**config.mk**
```make
export PLATFORM = sky130hd
export DESIGN_NAME = relu_lane_collector
export DESIGN_NICKNAME = d
export VERILOG_FILES = /design/src/rtl/relu_lane_collector.sv
export SDC_FILE = /design/constraint.sdc
export NUM_CORES = 1
export LEC_CHECK = 0
export ABC_CLOCK_PERIOD_IN_PS = 2000
export BUFFER_PORTS_ARGS = -buffer_cell sky130_fd_sc_hd__buf_2
export CAP_MARGIN = 5
export CORE_MARGIN = 5
export CORE_UTILIZATION = 52
export CTS_BUF_LIST = sky130_fd_sc_hd__clkbuf_4
export DETAILED_ROUTE_END_ITERATION = 8
export PLACE_DENSITY = 0.81
export SLEW_MARGIN = 20
export SYNTH_ARGS = -nofsm -noshare
export SYNTH_HDL_FRONTEND = slang
export SYNTH_SLANG_ARGS = --single-unit
```
**constraint.sdc**
```tcl
create_clock -name clk -period 2 [get_ports clk]
set_input_delay 0.4 -clock clk [delete_from_list [all_inputs] [get_ports clk]]
set_output_delay 0.4 -clock clk [all_outputs]
set_load 0.05 [all_outputs]
```
**src/rtl/relu_lane_collector.sv**
```systemverilog
// relu_lane_collector: gathers four Pa-bit ReLU results, one per handshake,
// into a registered 4-lane word and hands it downstream.
//
// Ports:
//   clk, rst_n       clock (rising edge) and async active-low reset
//   flush            synchronous abort of a partially collected group
//   in_data/valid    ReLU result for lane sel, and its valid strobe
//   in_ready         collector can take in_data this cycle
//   sel              lane currently expected (drives upstream 4:1 selector)
//   out0..out3       collected lanes 0..3
//   out_valid        out0..out3 hold a complete group
//   out_ready        downstream consumes the group
//   group_cnt        completed groups handed off, mod 256
module relu_lane_collector #(
    parameter int Pa = 8
) (
    input  logic          clk,
    input  logic          rst_n,
    input  logic          flush,
    input  logic [Pa-1:0] in_data,
    input  logic          in_valid,
    output logic          in_ready,
    output logic [1:0]    sel,
    output logic [Pa-1:0] out0,
    output logic [Pa-1:0] out1,
    output logic [Pa-1:0] out2,
    output logic [Pa-1:0] out3,
    output logic          out_valid,
    input  logic          out_ready,
    output logic [7:0]    group_cnt
);

    typedef enum logic {
        COLLECT = 1'b0,
        HOLD    = 1'b1
    } state_t;

    state_t     state;
    state_t     state_n;
    logic [1:0] sel_n;
    logic [3:0] ld;
    logic       cnt_inc;
    logic       accept;

    // Ready depends only on state and flush, never on out_ready.
    assign in_ready  = (state == COLLECT) && !flush;
    assign accept    = in_valid && in_ready;
    // out_valid is a decode of the registered state, so it is glitch-free.
    assign out_valid = (state == HOLD);

    always_comb begin
        state_n = state;
        sel_n   = sel;
        ld      = 4'b0000;
        cnt_inc = 1'b0;
        unique case (state)
            COLLECT: begin
                if (flush) begin
                    sel_n = 2'd0;
                end else if (accept) begin
                    ld[sel] = 1'b1;
                    // 3 -> 0 wrap is natural in 2 bits
                    sel_n   = sel + 2'd1;
                    if (sel == 2'd3) begin
                        state_n = HOLD;
                    end
                end
            end
            HOLD: begin
                // flush is ignored here: a complete group is never dropped
                if (out_ready) begin
                    state_n = COLLECT;
                    cnt_inc = 1'b1;
                end
            end
            default: begin
                state_n = COLLECT;
            end
        endcase
    end

    always_ff @(posedge clk or negedge rst_n) begin
        if (!rst_n) begin
            state     <= COLLECT;
            sel       <= 2'd0;
            group_cnt <= 8'd0;
        end else begin
            state <= state_n;
            sel   <= sel_n;
            if (cnt_inc) begin
                group_cnt <= group_cnt + 8'd1;
            end
        end
    end

    always_ff @(posedge clk or negedge rst_n) begin
        if (!rst_n) begin
            out0 <= '0;
            out1 <= '0;
            out2 <= '0;
            out3 <= '0;
        end else begin
            if (ld[0]) out0 <= in_data;
            if (ld[1]) out1 <= in_data;
            if (ld[2]) out2 <= in_data;
            if (ld[3]) out3 <= in_data;
        end
    end

endmodule

```
[Word level (Yosys, flattened, before mapping)]
Index checks and enable logic that the tools add are counted.
W data, S select, Z words.
Word-level totals
  bits in registers: 43
  bits of input ports: 13
  logic and storage cells: 33
  output and inout bits: 44
Cells by class
  equal/unequal tests: 1
  add/subtract/negate cells: 2
  reduce and logical (&&, ||, !) cells: 6
  order comparisons: 2
  multiplexer cells: 14
  bitwise gates (word level): 1
Operators by type and width (number)
  $mux W4: 3
  $add A8 B1 Y8 const B: 1
  $mux W1: 7
  $mux W2: 2
  $logic_and A1 B1 Y1: 3
  $lt A2 B3 Y1 const B: 1
  $add A2 B1 Y2 const B: 1
  $demux W1 S2: 1
  $eq A2 B2 Y1 const B: 1
  $ge A2 B1 Y1 const B: 1
  $pmux W1 S2: 1
  $reduce_and A2 Y1: 1
  $reduce_bool A2 Y1: 1
  $logic_not A1 Y1: 1
  $not A1 Y1: 1

[Depth between registers and ports, before layout]
  depth in word-level cells: 7
  mapped depth: 5
  mapped depth without buffers: 4

[Least setup slack after synthesis]
No wires, ideal clock.
  kind: reg-to-reg
  start: register state, in the netlist out_valid
  end: register out2[0]
  slack: -0.402 ns
  buffers on the path: 2
  stages on the path, launching flop included: 6
  data required time: 1.875 ns
  period minus slack after synthesis: 2.402 ns
  data arrival time: 2.278 ns
  library setup time: 0.125 ns
  cells stage by stage: dfrtp_1 > buf_4 > nor2_1 > and3_2 > buf_4 > mux2_2
Between the ends
  longest elaborated chain between the ends: 6
RTL lines
  from (decl): line 38  | state_t state;
  from (signal assigned): line 88  | state <= state_n;
  $not A1 Y1 (no line)
  $logic_and A1 B1 Y1: line 46  | assign in_ready = (state == COLLECT) && !flush;
  net in_ready: line 22  | output logic in_ready,
  $logic_and A1 B1 Y1: line 47  | assign accept = in_valid && in_ready;
  $mux W4: line 60  | end else if (accept) begin
  $mux W4: line 58  | if (flush) begin
  $mux W4: line 56  | unique case (state)
  to (signal assigned): line 105  | if (ld[2]) out2 <= in_data;
  to (decl): line 26  | output logic [Pa-1:0] out2,
The timed path passes the listed nets, and every way through them passes these cells.
A chain may end at the register's enable or synchronous reset.

[Worst setup path in the final report]
  start: register state, in the netlist out_valid
  end: output port in_ready
Between the ends
  longest elaborated chain between the ends: 2
RTL lines (line)
  $not A1 Y1 (no line)
  $logic_and A1 B1 Y1: 46
  to (decl): 22
No other way between the ends.

==> impl_metrics.csv <==
group,metric,value,unit
status,run_status,"finished, final reports clean",
synthesis,synthTopCellsByArea,"dfrtp_1 61%, mux2_2 21%, ha_1 3.5%, xor2_1 2.0%, xnor2_1 1.5%",
clock_tree,cts-resized-gates,0,
synthesis,yosysTopAreaCell,"dfrtp_1",
critical_path,crit_chain,"nor2_4 -> buf_2",
place,io_buffers,56,
floorplan,core_area,3310,um^2
power,clockPowerShare,0.141,
timing,tightest_slew,483,ps
layout,drive_above_1_share,0.562,
clock_tree,clk_pin_slew,110,ps
place,dp_slack,328,ps
detailed_routing,via_per_inst,5.13,
detailed_routing,routed_wl,3600,um
detailed_routing,ant_nets,0,
timing,setup_violations,0,
timing,setup_ws,275,ps
detailed_routing,first_iter_violations,34,
synthesis,syn_nets,139,
synthesis,yosys_warnings,0,
power,p_seq_frac,0.412,
timing,rsz0062_at_grt,"false",
timing,setup_tns,0,ps
synthesis,synth_edf_count,0,
synthesis,ys_async_sr_fraction,1.00,
power,p_int,1560,uW
timing,slew_violations,0,
layout,insertedDiodeCount,0,
critical_path,cp_slowest_cell,"dfrtp_1",
floorplan,io_pins,57,
floorplan,row_count,21,
min_path,worstHoldPathType,"in2reg",
place,dpl.hpwl,2880,um
global_route,grt_pass1_vias,1187,
power,comb_power_share,0.448,
floorplan,die_x,68.4,um
critical_path,start_kind,"register",
floorplan,start_util,0.535,
timing,finalHoldViolations,0,
power,leakagePower,0.00114,uW
synthesis,yosys.cell_types.count,22,
synthesis,synth_cells,121,
power,peakVddDrop,0.000520,V
critical_path,crit_family,"flip-flops",
clock_tree,cts_tree,"built",
power,swShare,0.467,
synthesis,ys_ff_latch,43,
detailed_routing,routed-via-count,1184,
global_route,overflow,0,
synthesis,synth_top_area_share,0.607,
clock_tree,hold_buffers,1,
detailed_routing,wl_per_cell,15.6,um
critical_path,required,1600,ps
clock_tree,cts_sinks,43,
critical_path,worst_ep_arrival_time,1330,ps
place,gp_congestion,0.786,
synthesis,ys_seq_area_frac,0.607,
synthesis,syn_area_per_cell,14.6,um^2
clock_tree,htreeDepth,2,
global_route,antenna_found_initial,0,
synthesis,synth_area,1770,um^2
synthesis,synth_top_flop_cell,"dfrtp_1",
clock_tree,cts_buffer_depth,2,
power,powerDensity,1340,nW/um^2
floorplan,die_y,68.4,um
timing,min_period,1730,ps
power,fin_total_pwr,2920,uW
critical_path,crit_path_max_fanout,9,
global_route,grt_max_degree,23,
detailed_routing,firstDrtPassIters,4,
global_route,grt_use_total,0.174,
power,power.switching,1360,uW
critical_path,worstSetupEndpointType,"output pin",
layout,area.growth.synth_to_final,23.2,%
critical_path,crit_type,"reg2out",
run,max_cap_viol_count,0,
layout,final_nets,202,
timing,slew_headroom,0.678,
floorplan,die_area,4670,um^2
timing,fin_crit_sh,0.863,
clock_tree,cts_root_buffer,"clkbuf_4",
clock_tree,clk_latency,340,ps
clock_tree,cts_buffers,5,
timing,fmax,580,MHz
layout,final_core_util,0.659,
clock_tree,post_cts_buffers,0,
timing,fin_skew,7.49,ps
critical_path,max_stage_delay,530,ps
critical_path,crit_buf_inv,1,
detailed_routing,drc_errors,0,
global_route,grt_pass1_wl,5800,um
-- worst register-to-register path: cells and delay by family, from the launching register on --
| family | cells | cell delay, ps |
|---|---|---|
| adder cells (fa/ha/maj) | 1 | 160 |
| buffers and inverters | 1 | 130 |
| flip-flops | 1 | 450 |
| multiplexers | 1 | 390 |
| AND/OR/NAND/NOR | 1 | 430 |
-- routing by layer --
metal | global-route usage | share of wire | up-vias
met5 | 0 | 0 | -
met4 | 0.0670 | 0.019 | 0
met3 | 0.0608 | 0.062 | 7
met2 | 0.280 | 0.53 | 41
met1 | 0.214 | 0.39 | 587
li1 | - | - | 549
-- worst paths after layout --
kind / from / end / slack, ps / cells after the start
worst max-delay path: out_valid / in_ready / 270 / 2
worst min-delay path: out_ready / out_valid / 280 / 2
worst max register to register: sel[0] / out0[6] / 340 / 4
worst min register to register: group_cnt[7] / group_cnt[7] / 470 / 1
max in group asynchronous: rst_n / out0[5] / 910 / 3
min in group asynchronous: rst_n / out2[1] / 530 / 2
-- Yosys cell counts (2+ instances only) --
master	n
and3_2	2
and3_1	4
dfrtp_1	43
buf_2	2
o22ai_1	2
nor2_1	2
buf_4	2
nand3_1	3
nor3_1	2
ha_1	5
nand2_1	3
mux2_2	33
inv_1	4
xor2_1	4
xnor2_1	3
-- cell type report --
class / instances / area [um^2]
fill: 270 / 1130
sequential: 43 / 1080
multi-input combinational: 70 / 663
timing repair buffer: 60 / 313
tap: 46 / 57.6
clock buffer: 6 / 45.0
inverter: 4 / 15.0
clock inverter: 2 / 12.5
-- cell families after synthesis --
group | Yosys count | synth area share
flip-flops | 43 | 0.607
AO/OA/AOI/OAI | 5 | 0.0177
AND/OR/NAND/NOR | 20 | 0.0727
XOR/XNOR | 7 | 0.0346
buffers and inverters | 8 | 0.0226
multiplexers | 33 | 0.210
adder cells (fa/ha/maj) | 5 | 0.0353
-- sequential cells by signal, summed over array words and instances (netlist names) --
signal / cells
out0: 8
group_cnt: 8
out3: 8
out1: 8
sel: 2
out2: 8
out_valid: 1
-- stage by stage --
step / cell area (um^2) / instances / hold WS, ps
6_report: 2180 / 231 / 278
5_1_grt: 2180 / 231 / 269
4_1_cts: 2180 / 231 / 265
3_5_place_dp: 2110 / 222 / 378
3_3_place_gp: 2110 / 222 / 371
2_1_floorplan: 1780 / 121 / 104
-- power by group through the flow --
stage	Combinational, uW	Sequential (uW)	Clock [uW]
after floorplan	230	1960	0
after global placement	1290	1200	0
after detailed placement	1320	1220	0
after CTS	1320	1200	423
after global routing	1370	1230	464
final	1310	1200	410
-- cells in the final DEF, fill, tap and decap left out, drive strengths merged, types with 2 or more instances in the layout --
cell	synthesis	routed
buf	4	59
dfrtp	43	43
mux2	33	33
clkbuf	0	6
and3	6	6
ha	5	5
inv	4	4
xor2	4	4
nand3	3	3
xnor2	3	3
nand2	3	3
o22ai	2	2
nor3	2	2
nor2	2	2
Note: power is estimated with default switching activity, not from simulation.
